`src/rtl/serial_subtractor_pkg.sv`:
```
// ============================================================================
// Module      : serial_subtractor_pkg
// Description : Shared state encoding and default width for the serial subtractor.
// Revision    : 1.0 - initial release
// ============================================================================
`default_nettype none

package serial_subtractor_pkg;

  typedef enum logic [1:0] {
    IDLE  = 2'd0,
    SHIFT = 2'd1,
    DONE  = 2'd2
  } sub_state_e;

  localparam int SUB_W_DEFAULT = 8;

endpackage

`default_nettype wire

```
`src/rtl/serial_subtractor_if.sv`:
```
// ============================================================================
// Module      : serial_subtractor_if
// Description : Start/done operand and result bundle for the serial subtractor.
// Revision    : 1.0 - initial release
// ============================================================================
`default_nettype none

interface serial_subtractor_if
  import serial_subtractor_pkg::*;
#(
  parameter int W = SUB_W_DEFAULT
);

  logic         start;
  logic [W-1:0] a;
  logic [W-1:0] b;
  logic         bin;
  logic         busy;
  logic         done;
  logic [W-1:0] diff;
  logic         bout;

  modport master (
    output start, a, b, bin,
    input  busy, done, diff, bout
  );

  modport slave (
    input  start, a, b, bin,
    output busy, done, diff, bout
  );

endinterface

`default_nettype wire

```
`src/rtl/serial_subtractor_full_subtractor.sv`:
```
// ============================================================================
// Module      : full_subtractor
// Description : One-bit combinational subtract cell: d = a - b - bi, borrow bo.
// Revision    : 1.0 - initial release
// ============================================================================
`default_nettype none

module full_subtractor (
  input  wire logic a,
  input  wire logic b,
  input  wire logic bi,
  output logic      d,
  output logic      bo
);

  assign d  = a ^ b ^ bi;
  assign bo = (~a & b) | (~(a ^ b) & bi);

endmodule

`default_nettype wire

```
`src/rtl/serial_subtractor.sv`:
```
// ============================================================================
// Module      : serial_subtractor
// Description : Bit-serial W-bit subtractor, LSB first, registered borrow chain.
// Revision    : 1.0 - initial release
// ============================================================================
`default_nettype none

module serial_subtractor
  import serial_subtractor_pkg::*;
#(
  parameter int W = SUB_W_DEFAULT
) (
  input  wire logic          clk,
  input  wire logic          rst_n,
  serial_subtractor_if.slave sub
);

  localparam int             CW      = $clog2(W + 1);
  localparam logic [1:0]     c_idle  = IDLE;
  localparam logic [1:0]     c_shift = SHIFT;
  localparam logic [1:0]     c_done  = DONE;
  localparam logic [CW-1:0]  c_last  = CW'(W - 1);

  logic [1:0]    r_state;
  logic [W-1:0]  r_a;
  logic [W-1:0]  r_b;
  logic [W-1:0]  r_res;
  logic          r_br;
  logic [CW-1:0] r_cnt;
  logic          r_busy;
  logic          r_done;
  logic [W-1:0]  r_diff;
  logic          r_bout;

  logic          w_d;
  logic          w_bo;
  logic [W-1:0]  w_res_next;

  full_subtractor u_fs (
    .a  (r_a[0]),
    .b  (r_b[0]),
    .bi (r_br),
    .d  (w_d),
    .bo (w_bo)
  );

  // New bit enters at the MSB so the register is LSB-aligned after W shifts.
  generate
    if (W == 1) begin : g_res_w1
      assign w_res_next = w_d;
    end else begin : g_res_wn
      assign w_res_next = {w_d, r_res[W-1:1]};
    end
  endgenerate

  always_ff @(posedge clk or negedge rst_n) begin
    if (!rst_n) begin
      r_state <= c_idle;
      r_a     <= '0;
      r_b     <= '0;
      r_res   <= '0;
      r_br    <= 1'b0;
      r_cnt   <= '0;
      r_busy  <= 1'b0;
      r_done  <= 1'b0;
      r_diff  <= '0;
      r_bout  <= 1'b0;
    end else begin
      r_done <= 1'b0;
      case (r_state)
        c_idle, c_done: begin
          if (sub.start) begin
            r_a     <= sub.a;
            r_b     <= sub.b;
            r_br    <= sub.bin;
            r_cnt   <= '0;
            r_busy  <= 1'b1;
            r_state <= c_shift;
          end else begin
            r_state <= c_idle;
          end
        end
        c_shift: begin
          r_a   <= r_a >> 1;
          r_b   <= r_b >> 1;
          r_br  <= w_bo;
          r_res <= w_res_next;
          r_cnt <= r_cnt + CW'(1);
          if (r_cnt == c_last) begin
            r_diff  <= w_res_next;
            r_bout  <= w_bo;
            r_busy  <= 1'b0;
            r_done  <= 1'b1;
            r_state <= c_done;
          end
        end
        default: begin
          r_busy  <= 1'b0;
          r_state <= c_idle;
        end
      endcase
    end
  end

  assign sub.busy = r_busy;
  assign sub.done = r_done;
  assign sub.diff = r_diff;
  assign sub.bout = r_bout;

endmodule

`default_nettype wire
```
`src/flat_wrapper.sv`:
```
// flat-port wrapper written by rule: the top's interface ports become plain ports
module serial_subtractor_flat import serial_subtractor_pkg::*;
#(
  parameter int W = SUB_W_DEFAULT
)
  (clk, rst_n, sub_start, sub_a, sub_b, sub_bin, sub_busy, sub_done, sub_diff, sub_bout);
  serial_subtractor_if #(.W(W)) sub_i ();
  input  wire logic clk;
  input  wire logic rst_n;
  input wire logic [$bits(sub_i.start)-1:0] sub_start;
  input wire logic [$bits(sub_i.a)-1:0] sub_a;
  input wire logic [$bits(sub_i.b)-1:0] sub_b;
  input wire logic [$bits(sub_i.bin)-1:0] sub_bin;
  output wire logic [$bits(sub_i.busy)-1:0] sub_busy;
  output wire logic [$bits(sub_i.done)-1:0] sub_done;
  output wire logic [$bits(sub_i.diff)-1:0] sub_diff;
  output wire logic [$bits(sub_i.bout)-1:0] sub_bout;
  assign sub_i.start = sub_start;
  assign sub_i.a = sub_a;
  assign sub_i.b = sub_b;
  assign sub_i.bin = sub_bin;
  assign sub_busy = sub_i.busy;
  assign sub_done = sub_i.done;
  assign sub_diff = sub_i.diff;
  assign sub_bout = sub_i.bout;
  serial_subtractor #(.W(W)) u_core (.clk(clk), .rst_n(rst_n), .sub(sub_i));
endmodule
```
`config.mk`:
```
export PLATFORM = sky130hd
export DESIGN_NAME = serial_subtractor_flat
export DESIGN_NICKNAME = d
export VERILOG_FILES = /design/src/rtl/serial_subtractor_pkg.sv /design/src/rtl/serial_subtractor_if.sv /design/src/rtl/serial_subtractor_full_subtractor.sv /design/src/rtl/serial_subtractor.sv /design/src/flat_wrapper.sv
export SDC_FILE = /design/constraint.sdc
export NUM_CORES = 1
export LEC_CHECK = 0
export ABC_AREA = 1
export BUFFER_PORTS_ARGS = -buffer_cell sky130_fd_sc_hd__buf_2
export CORE_ASPECT_RATIO = 0.9
export CORE_MARGIN = 4
export CORE_UTILIZATION = 30
export DETAILED_ROUTE_END_ITERATION = 8
export PLACE_DENSITY = 0.45
export SYNTH_ARGS = -nofsm -noshare
export SYNTH_HDL_FRONTEND = slang
export SYNTH_SLANG_ARGS = --single-unit
export TNS_END_PERCENT = 30
```
`constraint.sdc`:
```
create_clock -name clk -period 2.7 [get_ports clk]
set_clock_uncertainty 0.05 [all_clocks]
set_input_delay 0.27 -clock clk [delete_from_list [all_inputs] [get_ports clk]]
set_output_delay 0.27 -clock clk [all_outputs]
set_load 0.05 [all_outputs]
```
Word level (Yosys, flattened, before mapping). Index checks and enable logic that the tools add are counted.

Register bits: 42. Input bits: 20.

$add $sub $neg: 1. Eq/ne operators: 5. Multiplexer cells: 16. Bitwise gates (word level): 7. Reductions and logical operators: 6.

Operator list (count): one-hot mux 8 bit (2 select lines) (2); 2-to-1 mux 8 bit (2); one-hot mux 4 bit (2 select lines) (1); 2-to-1 mux 1 bit (6); AND reduction 2 bit (3); adder 4 x 1 -> 4 bit (second input constant) (1); equality test 4 x 3 -> 1 bit (second input constant) (1); 2-to-1 mux 4 bit (1); one-hot mux 1 bit (2 select lines) (2); one-hot mux 2 bit (2 select lines) (1); bitwise AND 1 bit (2); equality test 2 x 1 -> 1 bit (second input constant) (1); equality test 2 bit (second input constant) (1); logical NOT 2 bit (1); 2-to-1 mux 2 bit (1); != test 2 x 1 -> 1 bit (second input constant) (1); != test 2 bit (second input constant) (1); NOT 1 bit (2); nonzero test 2 bit (1); OR reduction 2 bit (1); bitwise XOR 1 bit (2); bitwise OR 1 bit (1).

Depth between registers and ports, before layout. Gate-level depths: netlist of run 1.

Depth in word-level cells: 5. Depth in mapped cells: 7. Mapped depth without buffers: 7.

By module. Synthesis of run 1 repeated with hierarchy kept, for this count alone.

Cells, all modules: 229. Area, all modules: 1860.5 sq um.

By module, submodules not included: serial_subtractor (times used 1, cells each 225, area each 1829.3 sq um, sequential area each 1026.0 sq um); full_subtractor (times used 1, cells each 4, area each 31.3 sq um, sequential area each 0.0 sq um).

Least setup slack after synthesis of run 1. No wires, ideal clock.

Path kind: register -> register. Start point: register u_core.r_cnt[0]. End point: register u_core.r_bout (netlist: u_core.sub.bout). Arrival time: 1.116 ns. Required time: 2.531 ns. Setup slack: 1.415 ns. Cell stages (with the launch flop): 8. Cell sequence: dfrtp_1 -> ha_1 -> nand2_2 -> nor2_4 -> nand2_2 -> buf_6 -> nand2_1 -> nand2_1.

Longest elaborated chain between the ends: 2.

RTL lines: start, declared (line serial_subtractor.sv:29) `logic [CW-1:0] r_cnt;`; start signal, assigned (line serial_subtractor.sv:88) `r_cnt <= r_cnt + CW'(1);`; equality test 4 x 3 -> 1 bit (line serial_subtractor.sv:89) `if (r_cnt == c_last) begin`; AND reduction 2 bit (no source line); end signal, assigned (line serial_subtractor.sv:91) `r_bout <= w_bo;`; end, declared (line serial_subtractor.sv:33) `logic r_bout;`.

Every way passes these cells. A chain may end at the register's enable or synchronous reset.

Final worst setup path of run 1.
Start point: register u_core.r_state[0]. End point: register u_core.r_diff[2] (netlist: u_core.sub.diff[2]).

Longest elaborated chain between the ends: 2.

RTL lines: start, declared (line serial_subtractor.sv:24) `logic [1:0] r_state;`; start signal, assigned (line serial_subtractor.sv:58) `r_state <= c_idle;`; start signal, assigned (line serial_subtractor.sv:78) `r_state <= c_shift;`; start signal, assigned (line serial_subtractor.sv:80) `r_state <= c_idle;`; equality test 2 x 1 -> 1 bit (line serial_subtractor.sv:70) `case (r_state)`; AND reduction 2 bit (no source line); end signal, assigned (line serial_subtractor.sv:90) `r_diff <= w_res_next;`; end, declared (line serial_subtractor.sv:32) `logic [W-1:0] r_diff;`.

Every way passes these cells.

==> impl_metrics.ini, run 1 <==
[route]
initialDrtViolationCount = 34
route.final.wire_length_um = 3608
wl_per_cell_um = 10.87
number_of_nets_still_failing_antenna_checks_after_routing = 0
dr_total_vias = 1404
via_density = 4.229
drt_pre_antenna_iters = 5
remaining_drc_errors = 0

[sta]
final.setup.tns_ns = 0
fmax_ghz = 0.6885
final_max_slew_viol_count = 0
period_share_pct = 53.80
hold_ws_ns = 0.06638
setup_repair_after_global_routing_missed_its_margin = no
report.final.setup_viol = 0
timing.max_slew.rel_slack_pct = 37.45
hold_viol = 0
period_minus_slack_ns = 1.452
tightestPinTransition_ns = 0.9383

[grt]
pin_count_of_the_biggest_net_entering_global_routing = 42
wire_length_of_the_first_global_routing_pass_um = 6513
globalRouteOverflowTotal = 0
track_usage_pct = 10.60
met1_routing_resource_usage_after_global_routing_pct = 14.86
via_count_of_the_first_global_routing_pass = 1419
antenna_found_initial = 0
globalRouteMet2Util_pct = 15.78
top_usage_layer = met2
groute.layer.met3.usage_pct = 3.080

[pwr]
power.density_nw_per_um2 = 1289
worst_ir_drop_vdd_uv = 381.8
total_power_w = 0.002800
p_leak_nw = 1.242

[min_path]
hold_path.class = in2async

[clock_tree]
cts_inserted_buffers = 5
clk_path_buf_depth = 2
clock-sinks = 41
tritoncts = yes
cts.hold.buffers_added = 0
htree_depth = 2
clk_latency_ns = 0.29
post_cts.repair.setup_buffers = 0
cts-resized-gates = 0
worst_setup_hold_path_clk_slew_ns = 0.08
clockRootBuffer = clkbuf_8

[logic_synthesis]
ys_seq_elements = 41
number_of_warnings_issued_by_yosys = 0
post_synth_inst_count = 229
synth_sequential_area_ratio_pct = 54.89
synth.cell_area_um2 = 1869
synth_area_per_inst_um2 = 8.163
mappedNetlistNets = 251
synth_top_flop_cell = dfrtp_1
synth_enable_flop_cells = 0
synth.lib_cells_used.distinct = 18
postSynth.asyncResetShare_pct = 100.0

[final_layout]
area_delta_synth_final_pct = 16.20
num-nets-final = 281
layout_common_cells = nand2_1, dfrtp_1, buf_2, inv_1, nand3_1
final_layout_size_suffix_gt1_share_pct = 18.85
final_core_utilization_pct = 35.72
commonest_non_fill_non_tap_cell_in_the_layout = nand2_1
n_antenna_cell = 0

[floorplan]
placeableCoreArea_um2 = 6081
fp.dieArea_um2 = 7560
ioPinCount = 31
die_w_um = 91.21
fp-row-count = 27
start_util_pct = 30.74
die_h_um = 82.89

[run_status]
outcome = finished clean

[worst_setup_path]
crit_path_cell_trace = inv_2 > nor2_8 > nand2_2 > nand2_1 > nand2_1
critPathMaxFanout = 37
timing.rr.end = u_core.sub.diff[2]
worst_path_most_repeated_cell = nand2_1
crit_path_end_kind = flop
arrival_ns = 1.59
reg2regPathDepth = 5
regToRegStartpoint = u_core.r_state[0]
worst_ep_required_time_ns = 2.83
critical_path.slowest_cell = dfrtp_1
critPathKind = reg2reg
cp_slowest_stage_delay_ns = 0.42
r2r_slack_ns = 1.25
startpoint_type = flop

[place]
port_buffers = 30
routabilityCongestion = 0.6811
place_hpwl_um = 2363

[run]
max_cap_violations = 0
-- state kept, by name, indices dropped and copies added (netlist names) --
register and flops:
u_core.r_a 8, u_core.r_br 1, u_core.sub.bout 1, u_core.r_cnt 4, u_core.sub.busy 1, u_core.r_b 8
u_core.r_state 2, u_core.sub.done 1, u_core.r_res 7, u_core.sub.diff 8
-- layout make-up --
type                       count  area (µm²)
clock inverter                 3       65.06
inverter                      28       105.1
tap                           72       90.09
fill                         651        3909
clock buffer                   5       68.82
multi-input combinational    153       666.9
timing repair buffer          30       150.1
sequential                    41        1026
-- critical path: cells and delay by family, from the launching register on --
family | cells | cell delay, ns
flip-flops | 1 | 0.42
buffers and inverters | 1 | 0.09
AND/OR/NAND/NOR | 4 | 0.78
-- logic make-up (layout without fill, tap and decap cells) --
family	after synthesis	count (layout)	synth area share (%)
AND/OR/NAND/NOR	143	143	31.79
flip-flops	41	41	54.89
AO/OA/AOI/OAI	8	8	2.142
adder cells (fa/ha/maj)	2	2	1.740
buffers and inverters	35	66	9.437
-- stage by stage --
stage | cell area [µm²] | std cells | worst slack [ns]
2_1_floorplan | 1869 | 229 | 1.415
3_3_place_gp | 2038 | 324 | 1.237
3_5_place_dp | 2038 | 324 | 1.202
4_1_cts | 2172 | 332 | 1.196
5_1_grt | 2172 | 332 | 1.092
6_report | 2172 | 332 | 1.248
-- power breakdown --
group / internal, W / total, W / switching [W]
sequential: 0.000892 / 0.00107 / 0.000178
clock: 0.000367 / 0.000586 / 0.000218
combinational: 0.000330 / 0.00115 / 0.000815
-- synthesized netlist by cell type (2+ instances only) --
master,instances,area share (%)
nand2_1,119,24
dfrtp_1,41,55
inv_1,25,5.0
nand3_1,13,3.5
o21ai_0,6,1.6
buf_6,5,3.0
nand2_2,4,1.3
inv_2,3,0.60
a21oi_1,2,0.54
buf_4,2,0.80
nor2_1,2,0.40
-- per-layer routing --
layer  up-vias  part of all wire [%]
met2        39                    41
met4         0                  0.86
met5         -                     0
met1       618                    52
met3         5                   5.8
li1        742                     -
-- worst max path at each step --
stage               cells past startpoint                  to  slack [ns]               from
floorplan                               7     u_core.sub.bout        1.41    u_core.r_cnt[0]
global placement                        5  u_core.sub.diff[7]        1.24  u_core.r_state[0]
detailed placement                      5     u_core.sub.bout        1.20  u_core.r_state[0]
CTS                                     5  u_core.sub.diff[2]        1.20  u_core.r_state[0]
global route                            5       u_core.r_b[1]        1.09  u_core.r_state[0]
finish                                  5  u_core.sub.diff[2]        1.25  u_core.r_state[0]
Power figures use the tool's default switching activity.
==> run 2, diff against run 1 <==
--- a/config.mk
+++ b/config.mk
@@ -11,7 +11,7 @@
 export CORE_MARGIN = 4
 export CORE_UTILIZATION = 30
 export DETAILED_ROUTE_END_ITERATION = 8
-export PLACE_DENSITY = 0.45
+export PLACE_DENSITY = 0.47
 export SYNTH_ARGS = -nofsm -noshare
 export SYNTH_HDL_FRONTEND = slang
 export SYNTH_SLANG_ARGS = --single-unit
==> constraint.sdc (replaced) <==
create_clock -name clk -period 1.21 [get_ports clk]
set_clock_uncertainty 0.05 [all_clocks]
set_input_delay 0.121 -clock clk [delete_from_list [all_inputs] [get_ports clk]]
set_output_delay 0.121 -clock clk [all_outputs]
set_load 0.05 [all_outputs]
==> run 2 against run 1 <==
  * Register-to-register slack lost 1.2 ns
  * Non-clock buffer count grew 22
  * Highest routed layer unchanged
  * The run now ends with negative setup slack left
  * Clock power grew 46%
  * First-iteration DRC count grew 24%
  * Critical endpoint is now u_core.sub.diff[7]
==> impl_metrics.ini, run 2 (synthesis gave the netlist of run 1 again) <==
[pwr]
p_int_w = 0.003654
power_frac_seq_pct = 36.4
combinational_share_of_power_pct = 50.5
worst_ir_drop_vdd_uv = 839.7
pwr-share-clk_pct = 13.2
power.density_nw_per_um2 = 2682
power.switching_w = 0.002830
p_leak_nw = 1.360
switching_share_pct = 43.65

[route]
via_density = 4.141
number_of_nets_still_failing_antenna_checks_after_routing = 0
wl_per_cell_um = 10.77
route.final.wire_length_um = 3813
dr_total_vias = 1466
initialDrtViolationCount = 42
remaining_drc_errors = 0
drt_pre_antenna_iters = 4

[final_layout]
area_delta_synth_final_pct = 29.32
final_layout_size_suffix_gt1_share_pct = 27.66
final_design_area_no_fill_um2 = 2417
layout_common_cells = nand2_1, dfrtp_1, buf_2, inv_1, nand3_1
n_antenna_cell = 0
num-nets-final = 303
commonest_non_fill_non_tap_cell_in_the_layout = nand2_1
final_core_utilization_pct = 39.75

[floorplan]
fp.dieArea_um2 = 7560
ioPinCount = 31
start_util_pct = 30.74
die_w_um = 91.21
die_h_um = 82.89
placeableCoreArea_um2 = 6081
fp-row-count = 27

[grt]
pin_count_of_the_biggest_net_entering_global_routing = 42
wire_length_of_the_first_global_routing_pass_um = 6624
antenna_found_initial = 0
via_count_of_the_first_global_routing_pass = 1504
track_usage_pct = 10.61
globalRouteOverflowTotal = 0

[worst_setup_path]
startpoint_type = flop
timing.rr.end = u_core.sub.diff[7]
critPathMaxFanout = 2
arrival_ns = 1.39
worst_ep_required_time_ns = 1.39
reg2regPathDepth = 4
crit_path_end_kind = flop
regToRegStartpoint = u_core.r_br
r2r_slack_ns = -0.002
critPathKind = reg2reg

[clock_tree]
worst_setup_hold_path_clk_slew_ns = 0.08
htree_depth = 2
clockRootBuffer = clkbuf_8
clk_path_buf_depth = 2
tritoncts = yes
clock-sinks = 41
clk_latency_ns = 0.29
cts_inserted_buffers = 5

[sta]
postLayoutSetupSlackWorst_ns = -0.002415
period_share_pct = 100.2
timing.max_slew.rel_slack_pct = 83.44
setup_repair_after_global_routing_missed_its_margin = yes
hold_ws_ns = 0.04938
hold_viol = 0
tightestPinTransition_ns = 0.2501
period_minus_slack_ns = 1.212
report.final.setup_viol = 2
final_max_slew_viol_count = 0
fmax_ghz = 0.8248

[min_path]
min_path_cells = 5
worstHoldEndpoint = u_core.r_b[5]
hold_path_startpoint = sub_b[5]
hold_path.class = in2reg

[place]
place_hpwl_um = 2429
port_buffers = 30
dpl-instance-area_um2 = 2203
routabilityCongestion = 0.7177

[run]
max_cap_violations = 0

[run_status]
failed_checks = negative setup slack
outcome = finished with violations
==> run 2: area by class of cell <==
cell class,instances,area (µm²)
Fill cell,657,3664
Tap cell,72,90.09
Timing Repair Buffer,52,409.1
Sequential cell,41,1026
Multi-Input combinational cell,153,704.4
Clock buffer,6,72.57
Inverter,28,105.1
Clock inverter,2,10.01
==> run 2: worst max-delay path by stage <==
stage	start	endpoint	slack, ns
after floorplan	u_core.r_cnt[0]	u_core.sub.bout	-0.07
after global placement	u_core.r_a[0]	u_core.sub.diff[7]	0.01
after detailed placement	u_core.r_a[0]	u_core.r_res[7]	0.005
after CTS	u_core.r_br	u_core.sub.diff[7]	0.005
after global routing	u_core.r_state[0]	u_core.r_b[3]	-0.06
final	u_core.r_br	u_core.sub.diff[7]	-0.002
==> run 2: per-layer routing <==
layer / global-route usage, % / vias up / routed length (µm)
met3: 3.351 / 2 / 190
met5: 0 / - / 0
met2: 16.91 / 30 / 1756
li1: - / 787 / -
met1: 13.89 / 647 / 1850
met4: 2.877 / 0 / 15
==> run 2: worst max-delay path, stage by stage, from the launching register on <==
cell and delay, ns:
dfrtp_1 0.37, inv_2 0.05, fa_2 0.56, nand3_1 0.07, nand2_1 0.06
==> run 2: repair_timing <==
| action | CTS | global route |
|---|---|---|
| buffers inserted | 1 | 1 |
| hold buffers | 3 | 0 |
| cloned | 0 | 2 |
| pin swaps | 3 | 8 |
| setup endpoints to repair | 2 | 30 |
| hold endpoints to repair | 43 | 0 |
| gates resized for setup | 1 | 16 |
==> run 2: per-stage QoR <==
stage               std cells   TNS (ns)  setup WS [ns]  total power (W)
floorplan                 229    -0.5828       -0.07284         0.004583
global placement          339          0        0.01416         0.005465
detailed placement        339          0       0.005172         0.005483
CTS                       351          0       0.004623         0.006408
global route              354     -1.009       -0.06146         0.007118
finish                    354  -0.002847      -0.002415         0.006484
==> run 2: power by group through the flow <==
stage,clock [W],sequential (W),combinational [W]
6_report,0.000853,0.00236,0.00327
5_1_grt,0.000962,0.00245,0.00371
4_1_cts,0.000904,0.00235,0.00316
3_5_place_dp,0,0.00237,0.00311
3_3_place_gp,0,0.00237,0.00309
2_1_floorplan,0,0.00293,0.00165
